File: src/rtl/rr_reg_arbiter.sv
// Round-robin write arbiter in front of a single shared WIDTH-bit register.
// One requester word is loaded per cycle. A requester can lock the register
// for a burst, and the lock is released after LOCK_MAX cycles without a transfer.
// Handshake: a word moves when req_valid[i] & req_ready[i] is high at a rising
// edge. req_ready is one-hot or zero. It depends only on state, sclr, rst_n and
// req_valid, and never on req_data. A requester holds valid/data/lock stable
// until it sees ready.
module rr_reg_arbiter #(
  parameter int N_REQ    = 4,
  parameter int WIDTH    = 3,
  parameter int LOCK_MAX = 8,
  parameter int IDW      = $clog2(N_REQ)
) (
  input  logic                   clk,
  input  logic                   rst_n,
  input  logic                   sclr,
  input  logic [N_REQ-1:0]       req_valid,
  input  logic [N_REQ*WIDTH-1:0] req_data,
  input  logic [N_REQ-1:0]       req_lock,
  output logic [N_REQ-1:0]       req_ready,
  output logic [WIDTH-1:0]       q,
  output logic                   q_upd,
  output logic [IDW-1:0]         q_src,
  output logic                   locked
);

  localparam int              CNTW     = (LOCK_MAX > 1) ? $clog2(LOCK_MAX) : 1;
  localparam logic [IDW-1:0]  LAST_IDX = IDW'(N_REQ - 1);
  localparam logic [IDW:0]    N_REQ_W  = (IDW + 1)'(N_REQ);
  localparam logic [CNTW-1:0] CNT_LAST = CNTW'(LOCK_MAX - 1);

  typedef enum logic [0:0] {
    ST_ARB  = 1'b0,
    ST_LOCK = 1'b1
  } state_e;

  state_e           state_q, state_d;
  logic [IDW-1:0]   ptr_q, ptr_d;
  logic [IDW-1:0]   owner_q, owner_d;
  logic [CNTW-1:0]  lock_cnt_q, lock_cnt_d;
  logic [WIDTH-1:0] q_q, q_d;
  logic             q_upd_q, q_upd_d;
  logic [IDW-1:0]   q_src_q, q_src_d;

  logic [IDW:0]     scan_sum;
  logic [IDW-1:0]   scan_idx;
  logic [IDW-1:0]   win_idx;
  logic             win_found;
  logic             xfer;
  logic [IDW-1:0]   xfer_idx;
  logic [WIDTH-1:0] xfer_word;
  logic             xfer_lock;

  // Wraps a requester index modulo N_REQ (N_REQ may not be a power of two).
  function automatic logic [IDW-1:0] next_idx(input logic [IDW-1:0] idx);
    next_idx = (idx == LAST_IDX) ? '0 : idx + 1'b1;
  endfunction

  // Round-robin search: the first valid requester at or after ptr, wrapping.
  always_comb begin
    win_idx   = '0;
    win_found = 1'b0;
    scan_sum  = '0;
    scan_idx  = '0;
    for (int k = 0; k < N_REQ; k++) begin
      scan_sum = {1'b0, ptr_q} + (IDW + 1)'(k);
      if (scan_sum >= N_REQ_W) scan_sum = scan_sum - N_REQ_W;
      scan_idx = scan_sum[IDW-1:0];
      if (!win_found && req_valid[scan_idx]) begin
        win_found = 1'b1;
        win_idx   = scan_idx;
      end
    end
  end

  // Grant. Only the owner may be granted during a lock. No grant during sclr or reset.
  always_comb begin
    req_ready = '0;
    if (rst_n && !sclr) begin
      if (state_q == ST_LOCK) req_ready[owner_q] = req_valid[owner_q];
      else if (win_found)     req_ready[win_idx] = 1'b1;
    end
  end

  // Select the transferring requester's word and lock request.
  always_comb begin
    xfer      = |(req_valid & req_ready);
    xfer_idx  = (state_q == ST_LOCK) ? owner_q : win_idx;
    xfer_word = '0;
    for (int i = 0; i < N_REQ; i++) begin
      if (xfer_idx == IDW'(i)) xfer_word = req_data[i*WIDTH +: WIDTH];
    end
    xfer_lock = req_lock[xfer_idx];
  end

  // Next-state logic for the register, pointer and lock FSM.
  always_comb begin
    state_d    = state_q;
    ptr_d      = ptr_q;
    owner_d    = owner_q;
    lock_cnt_d = lock_cnt_q;
    q_d        = q_q;
    q_upd_d    = 1'b0;
    q_src_d    = q_src_q;
    if (sclr) begin
      // Clear takes priority over everything. ptr and q_src are kept.
      q_d        = '0;
      state_d    = ST_ARB;
      lock_cnt_d = '0;
    end else begin
      if (xfer) begin
        q_d     = xfer_word;
        q_upd_d = 1'b1;
        q_src_d = xfer_idx;
        ptr_d   = next_idx(xfer_idx);
      end
      case (state_q)
        ST_ARB: begin
          if (xfer && xfer_lock) begin
            state_d    = ST_LOCK;
            owner_d    = xfer_idx;
            lock_cnt_d = '0;
          end
        end
        ST_LOCK: begin
          if (xfer) begin
            // Re-lock restarts the timeout. An unlocked transfer ends the burst.
            state_d    = xfer_lock ? ST_LOCK : ST_ARB;
            lock_cnt_d = '0;
          end else if (lock_cnt_q == CNT_LAST) begin
            state_d    = ST_ARB;
            ptr_d      = next_idx(owner_q);
            lock_cnt_d = '0;
          end else begin
            lock_cnt_d = lock_cnt_q + 1'b1;
          end
        end
        default: state_d = ST_ARB;
      endcase
    end
  end

  // State and output registers with asynchronous reset.
  always_ff @(posedge clk or negedge rst_n) begin
    if (!rst_n) begin
      state_q    <= ST_ARB;
      ptr_q      <= '0;
      owner_q    <= '0;
      lock_cnt_q <= '0;
      q_q        <= '0;
      q_upd_q    <= 1'b0;
      q_src_q    <= '0;
    end else begin
      state_q    <= state_d;
      ptr_q      <= ptr_d;
      owner_q    <= owner_d;
      lock_cnt_q <= lock_cnt_d;
      q_q        <= q_d;
      q_upd_q    <= q_upd_d;
      q_src_q    <= q_src_d;
    end
  end

  assign q      = q_q;
  assign q_upd  = q_upd_q;
  assign q_src  = q_src_q;
  assign locked = (state_q == ST_LOCK);

endmodule

File: config.mk
export PLATFORM = sky130hd
export DESIGN_NAME = rr_reg_arbiter
export DESIGN_NICKNAME = d
export VERILOG_FILES = /design/src/rtl/rr_reg_arbiter.sv
export SDC_FILE = /design/constraint.sdc
export NUM_CORES = 1
export LEC_CHECK = 0
export CAP_MARGIN = 20
export CORE_ASPECT_RATIO = 1.2
export CORE_MARGIN = 3
export CORE_UTILIZATION = 46
export CTS_BUF_LIST = sky130_fd_sc_hd__clkbuf_8
export DETAILED_ROUTE_END_ITERATION = 6
export PLACE_DENSITY = 0.88
export SYNTH_ARGS = -nofsm -noshare
export SYNTH_HDL_FRONTEND = slang
export SYNTH_SLANG_ARGS = --single-unit
File: constraint.sdc
create_clock -name clk -period 2.2 [get_ports clk]
set_input_delay 0.44 -clock clk [delete_from_list [all_inputs] [get_ports clk]]
set_output_delay 0.44 -clock clk [all_outputs]
set_load 0.005 [all_outputs]
Word-level counts from Yosys, hierarchy flattened
Cells that the tools add are included.

operators by class
  add/subtract/negate cells = 10
  $lt $le $gt $ge = 13
  equal/unequal tests = 6
  muxes and demuxes = 57
  bitwise operators = 4
  reduce and logical (&&, ||, !) cells = 16

operators with widths
  kind                                                               count
  2-to-1 mux 2 bit                                                   15
  2-to-1 mux 3 bit                                                   10
  less-than comparator 2 x 3 -> 1 bit, second input constant         7
  2-to-1 mux 1 bit                                                   19
  binary-select mux 1 bit (select 2 bit)                             6
  2-to-1 mux 4 bit                                                   3
  greater-or-equal comparator 3 bit, second input constant           3
  bitwise AND 4 bit                                                  2
  subtractor 2 x 1 -> 2 bit, second input constant                   4
  logical AND 1 bit                                                  7
  adder 2 x 2 -> 3 bit, second input constant                        2
  == test 2 bit, second input constant                               3
  case mux 3 bit (2 select lines)                                    1
  adder 2 x 1 -> 2 bit, second input constant                        2
  demux 1 bit (select 2 bit)                                         2
  greater-or-equal comparator 2 x 1 -> 1 bit, second input constant  2
  zero test 1 bit                                                    4
  OR reduction 4 bit                                                 1
  adder 2 x 1 -> 3 bit, second input constant                        1
  adder 3 x 1 -> 3 bit, second input constant                        1
  == test 3 bit, second input constant                               1
  greater-or-equal comparator 2 x 3 -> 1 bit, second input constant  1
  inequality test 3 bit, second input constant                       1
  AND reduction 3 bit                                                1
  other kinds (6)                                                    7

word-level totals
  register bits after elaboration = 14
  bits of input ports = 23
  output and inout bits = 11

Logic depth before layout (Yosys ltp)
  depth after elaboration = 27
  mapped depth = 14
  gate-level depth less buffers = 13

Least setup slack after synthesis
OpenSTA, ideal clock, no wires.

  path type = input -> register
  from = in req_valid[2]
  to = reg q_q[1] (netlist: q[1])
  library setup time = 0.124 ns
  arrival time = 2.344 ns
  required time = 2.076 ns
  slack = -0.268 ns
  stages = 14
  path through = buf_6 > nor2_1 > a311oi_2 > nand2_2 > o21ai_0 > inv_1 > ha_1 > nor2b_1 > a22oi_1 > nor2_1 > a21oi_1 > nor2_1 > a21oi_1 > o21ai_1

on the way
  elaborated cells on any way between the ends = 47

RTL lines
  item                                    line  text
  from (decl)                             17    input logic [N_REQ-1:0] req_valid,
  binary-select mux 1 bit (select 2 bit)  69    if (!win_found && req_valid[scan_idx]) begin
  2-to-1 mux 1 bit (implied by the code)  69
  2-to-1 mux 1 bit                        69
  zero test 1 bit                         69
  logical AND 1 bit                       69
  2-to-1 mux 1 bit                        69
  zero test 1 bit                         69
  logical AND 1 bit                       69
  [3 not listed]                          n/a
  2-to-1 mux 2 bit (*)                    69
  2-to-1 mux 2 bit (*)                    88    xfer_idx = (state_q == ST_LOCK) ? owner_q : win_idx;
  named net xfer_idx[1]                   50    logic [IDW-1:0] xfer_idx;
  zero test 2 bit                         91    if (xfer_idx == IDW'(i)) xfer_word = req_data[i*WIDTH +: WIDTH];
  2-to-1 mux 3 bit (3 in a row)           91
  2-to-1 mux 3 bit (*)                    91
  2-to-1 mux 3 bit (*)                    111   if (xfer) begin
  2-to-1 mux 3 bit (*)                    105   if (sclr) begin
  to (signal assigned)                    158   q_q <= q_d;
  to (decl)                               41    logic [WIDTH-1:0] q_q, q_d;

Mark *: on every way through the listed nets, which the timed path passes. The rest lies on a longest branch. The select of a mux whose other input is x is not followed.
A chain may end at the register's enable or synchronous reset.

Worst setup path after layout
  from = reg ptr_q[1]
  to = reg owner_q[0]

on the way
  word-level cells in the longest chain between the ends = 25
  elaborated cells on any way between the ends = 52

RTL lines
  item                                                           line  text
  from (decl)                                                    38    logic [IDW-1:0] ptr_q, ptr_d;
  from (signal assigned)                                         155   ptr_q <= ptr_d;
  branches (longest 25 deep; another with adder 2 x 1 -> 3 bit)  n/a
  to (signal assigned)                                           156   owner_q <= owner_d;
  to (decl)                                                      39    logic [IDW-1:0] owner_q, owner_d;

Parallel ways; which one is timed is not known. The select of a mux whose other input is x is not followed.

==> results.md <==
- The clock sink total is 14.
- The maximum clock frequency is approximately 400 MHz.
- By count the netlist is led by 14 x sky130_fd_sc_hd__a21oi_1, 14 x sky130_fd_sc_hd__dfrtp_1, 14 x sky130_fd_sc_hd__nand2_1, 14 x sky130_fd_sc_hd__nor2_1, 10 x sky130_fd_sc_hd__ha_1.
- Dividing the detail-routed wire length by the instance count gives approximately 18 µm.
- TritonCTS built the clock tree.
- Between clock sinks in the finished design, the worst skew comes to 0.000636 ns.
- The violation count after the first detailed-routing iteration is 83.
- The tool flagged a number of max-cap violations equal to 0.
- The hold violation total from the final report was 0.
- The via count of the first global-routing pass is about 1500.
- The post-synth design cell area is 1330 µm².
- The number of I/O port buffers is 33.
- Across every metal layer, demand over resource in global routing totals roughly a quarter.
- Across all register-to-register paths, the minimum setup slack is -0.28 ns.
- The pin count of the biggest net entering global routing is 15.
- The worst hold slack after final layout is around 0.53 ns.
- The total count of max-transition violations in the final report is 0.
- The post-synthesis cell type with the largest combined area is sky130_fd_sc_hd__dfrtp_1.
- The worst hold path depth is 2.
- For this design, the CTS-stage hold fixing added 0 buffers.
- The source-to-sink clock delay at the later pin of the worst-skew pair is ~0.24 ns.
- The primary flip-flop cell chosen by synthesis mapping is sky130_fd_sc_hd__dfrtp_1.
- The launch point of the worst reg-to-reg path is ptr_q[1].
- Yosys mapped a number of flops with a built-in enable equal to 0.
- Data on the critical path is required at its endpoint by 2.33 ns.
- The sequential cells in the finished layout cover a total of ~350 µm².
- The floorplan step set the die width to between 50 and 60 µm.
- The share of synthesized area in the top cell type comes to between 20% and 30%.
- In this run, synthesis produced a sequential element count of 14.
- The maximum vdd drop is ~0.72 mV.
- The share of final-layout standard cells stronger than drive strength 1 is 47.1%.
- In this run the tightest slew margin relative to its limit is 66.4%.
- The synthesized netlist contains around 50 unique library cells.
- Once routing completed, OpenROAD measured the worst setup slack at -0.285 ns.
- The area of the placeable core is 2650 µm².
- The leakage power total is about 1.0 nW.
- After detailed routing, the total wire length is roughly 4600 µm.
- The sum of overflow across all layers after global routing is 0.
- The flow ran to the end, but the final reports show violations.
- The final period utilization is 113%.
- Dividing the detail-routed via count by the number of cells gives approximately 5.9.
- The remaining antenna violation count after routing is 0.
- The final route contains about 1500 vias.
- The startpoint-to-endpoint class of the critical path is flop to flop.
- Compared with the post-synthesis result, the final layout area differs by 72.7%.
- Ranked by total cell area, the synthesized netlist is headed by sky130_fd_sc_hd__dfrtp_1 26%, sky130_fd_sc_hd__ha_1 9.4%, sky130_fd_sc_hd__a21oi_1 5.3%.
- The end of the worst hold path is lock_cnt_q[1].
- TritonCTS created 3 clock buffers.
- The worst-case reg-to-reg path depth is 12.
- The checks that failed: negative setup slack.
- The worst setup path is captured at a flop.
- Dividing total power by cell area gives a power density of ~860 nW/µm².
- The number of antenna violations at the first check in global routing was 0.
- The worst register-to-register path ends at owner_q[0].
- The total nets after synthesis is approximately 180.
- The post-DP HPWL is roughly 3200 µm.
- The total number of placement rows is 20.
- The tree is rooted in a sky130_fd_sc_hd__clkbuf_8.
- Setup repair after global routing could not meet its margin everywhere.
- In the final layout, the multi-input gates occupy between 1000 and 1500 µm².
- Summing the sequential cell areas from Yosys gives 26.4% of the chip area.
- The setup slack at placement is -0.866 ns.
- CTS built an H-tree with a depth of 1.
- The number of detailed-routing iterations run before antenna repair is 4.
- The fill cell instance count of the final layout is roughly 130.
- After clock tree synthesis, the clock-pin slew on the worst setup and hold paths is 0.05 ns.
- For this run, asynchronously set or reset flops after synthesis account for 100%.
- The final layout contains ~260 nets.
- 0 antenna diodes ended up in the layout.
- The initial core utilization is roughly half.
- A synthesized cell averages about 9.0 µm².
- The first-pass GRT wire length is about 7000 µm.
- The biggest fanout along the worst timing path is 6.
- Setup violations remaining at the end of the flow were counted as 17.
- Counting along the longest clock path gives a buffer depth of 2.
- In the routed design, unresolved DRC markers number 0.
- Data arrives at the worst endpoint at between 2 and 3 ns.
- The time the worst path needs with I/O delays and setup is between 2 and 2.5 ns.
- The weighted congestion at the end of routability-driven global placement is between 0.8 and 0.9.
- The worst hold path belongs to the class flop to flop.
- STA classifies the critical path startpoint as a flop.
- The total die area is about 3600 µm².
- During synthesis, Yosys emitted a total of 0 warnings.
- The cell count after synthesis came out at 148.
- At the pin with the least slew margin, the transition time is around 0.5 ns.
- The source of the worst hold timing path is lock_cnt_q[1].
- The height of the chip is 64.8 µm.
- The number of I/O pins is 34.
-- critical path, cell delays in order (launching register included) --
cell	delay [ns]
sky130_fd_sc_hd__dfrtp_2	0.44
sky130_fd_sc_hd__buf_6	0.14
sky130_fd_sc_hd__nand4b_1	0.08
sky130_fd_sc_hd__o31a_1	0.18
sky130_fd_sc_hd__nand2_2	0.09
sky130_fd_sc_hd__buf_6	0.14
sky130_fd_sc_hd__o41ai_4	0.38
sky130_fd_sc_hd__buf_4	0.19
sky130_fd_sc_hd__a211oi_4	0.05
sky130_fd_sc_hd__buf_6	0.13
sky130_fd_sc_hd__inv_8	0.07
sky130_fd_sc_hd__and3_4	0.20
sky130_fd_sc_hd__mux2i_1	0.30
-- per-layer routing --
layer | vias to the layer above | GRT usage (%) | wire length (µm)
met5 | - | 0 | 0
met4 | 0 | 7.60 | 145
met3 | 17 | 2.99 | 293
met2 | 77 | 50.1 | 2630
met1 | 745 | 27.2 | 1550
li1 | 703 | - | -
-- logic make-up after synthesis --
family,Yosys count,synth area share (%)
adders and majority gates,10,9.43
and+or+nand+nor,53,21.1
muxes,9,9.06
AOI/OAI and AO/OA,45,27.4
DFF,14,26.4
buffers and inverters,17,6.60
-- power by group --
| part | switching, W | leakage, nW | total (W) | internal, W |
|---|---|---|---|---|
| Sequential | 0.0000776 | 0.173 | 0.000405 | 0.000328 |
| Clock | 0.0000831 | 0.0216 | 0.000204 | 0.000121 |
| Combinational | 0.000625 | 0.824 | 0.00136 | 0.000736 |
| Total | 0.000785 | 1.02 | 0.00197 | 0.00118 |
-- through the flow --
step	cell area [µm²]	utilization (%)	total power, W	TNS [ns]	cells
global placement	1980	74.8	0.00135	-12.89	244
detailed placement	1980	74.8	0.00141	-14.28	244
floorplan	1380	-	0.000955	-0.00484	148
CTS	2160	81.6	0.00180	-2.43	257
global route	2290	86.4	0.00209	-3.64	260
finish	2290	86.4	0.00197	-2.28	260
-- state kept, by name, indices dropped and copies added (netlist names) --
register and count:
q_upd 1, q_src 2, ptr_q 2, lock_cnt_q 3
q 3, locked 1, owner_q 2
-- worst max path at each step --
stage	start	end	cells past startpoint
CTS	ptr_q[1]	q[2]	14
detailed placement	req_valid[3]	q[1]	15
global route	ptr_q[1]	owner_q[0]	12
finish	ptr_q[1]	owner_q[0]	12
global placement	req_valid[3]	req_ready[3]	7
floorplan	req_valid[1]	q[2]	13
-- area by class of cell --
type | count | area share [%]
inverters | 9 | 1.80
flip-flops and latches | 14 | 15.4
multi-input cells | 117 | 46.8
well taps | 33 | 1.80
repair buffers | 84 | 32.4
clock buffers | 3 | 1.80
-- placed cells by master, fill, tap and decap left out, types with 2 or more instances in the layout --
master                            instances
sky130_fd_sc_hd__dfrtp_1                 12
sky130_fd_sc_hd__mux4_2                   2
sky130_fd_sc_hd__dfrtp_2                  2
sky130_fd_sc_hd__mux2i_1                  5
sky130_fd_sc_hd__o21ai_0                  2
sky130_fd_sc_hd__clkdlybuf4s50_1         25
sky130_fd_sc_hd__inv_1                    4
sky130_fd_sc_hd__a21oi_1                  9
sky130_fd_sc_hd__nor3b_1                  2
sky130_fd_sc_hd__nand2_1                 12
sky130_fd_sc_hd__buf_4                   35
sky130_fd_sc_hd__nor2b_4                  2
sky130_fd_sc_hd__ha_4                     2
sky130_fd_sc_hd__o21ai_4                  2
sky130_fd_sc_hd__a21oi_2                  5
sky130_fd_sc_hd__nand4b_1                 3
sky130_fd_sc_hd__nor2_1                  12
sky130_fd_sc_hd__nand2_2                  2
sky130_fd_sc_hd__buf_2                    7
sky130_fd_sc_hd__nor2_4                   2
sky130_fd_sc_hd__clkbuf_8                 3
sky130_fd_sc_hd__nand2b_1                 3
sky130_fd_sc_hd__nand3b_1                 3
sky130_fd_sc_hd__a22oi_2                  3
sky130_fd_sc_hd__inv_2                    4
sky130_fd_sc_hd__o41ai_4                  2
sky130_fd_sc_hd__o21ai_1                  7
sky130_fd_sc_hd__buf_6                   16
sky130_fd_sc_hd__ha_1                     7
-- repair_timing --
action | in CTS | in global routing
gates resized for setup | 59 | 25
hold endpoints to repair | 0 | 0
endpoints found under the setup margin | 18 | 18
cloned | 0 | 0
pin swaps | 14 | 15
buffers inserted | 11 | 8
Note: power is estimated with default switching activity, not from simulation.
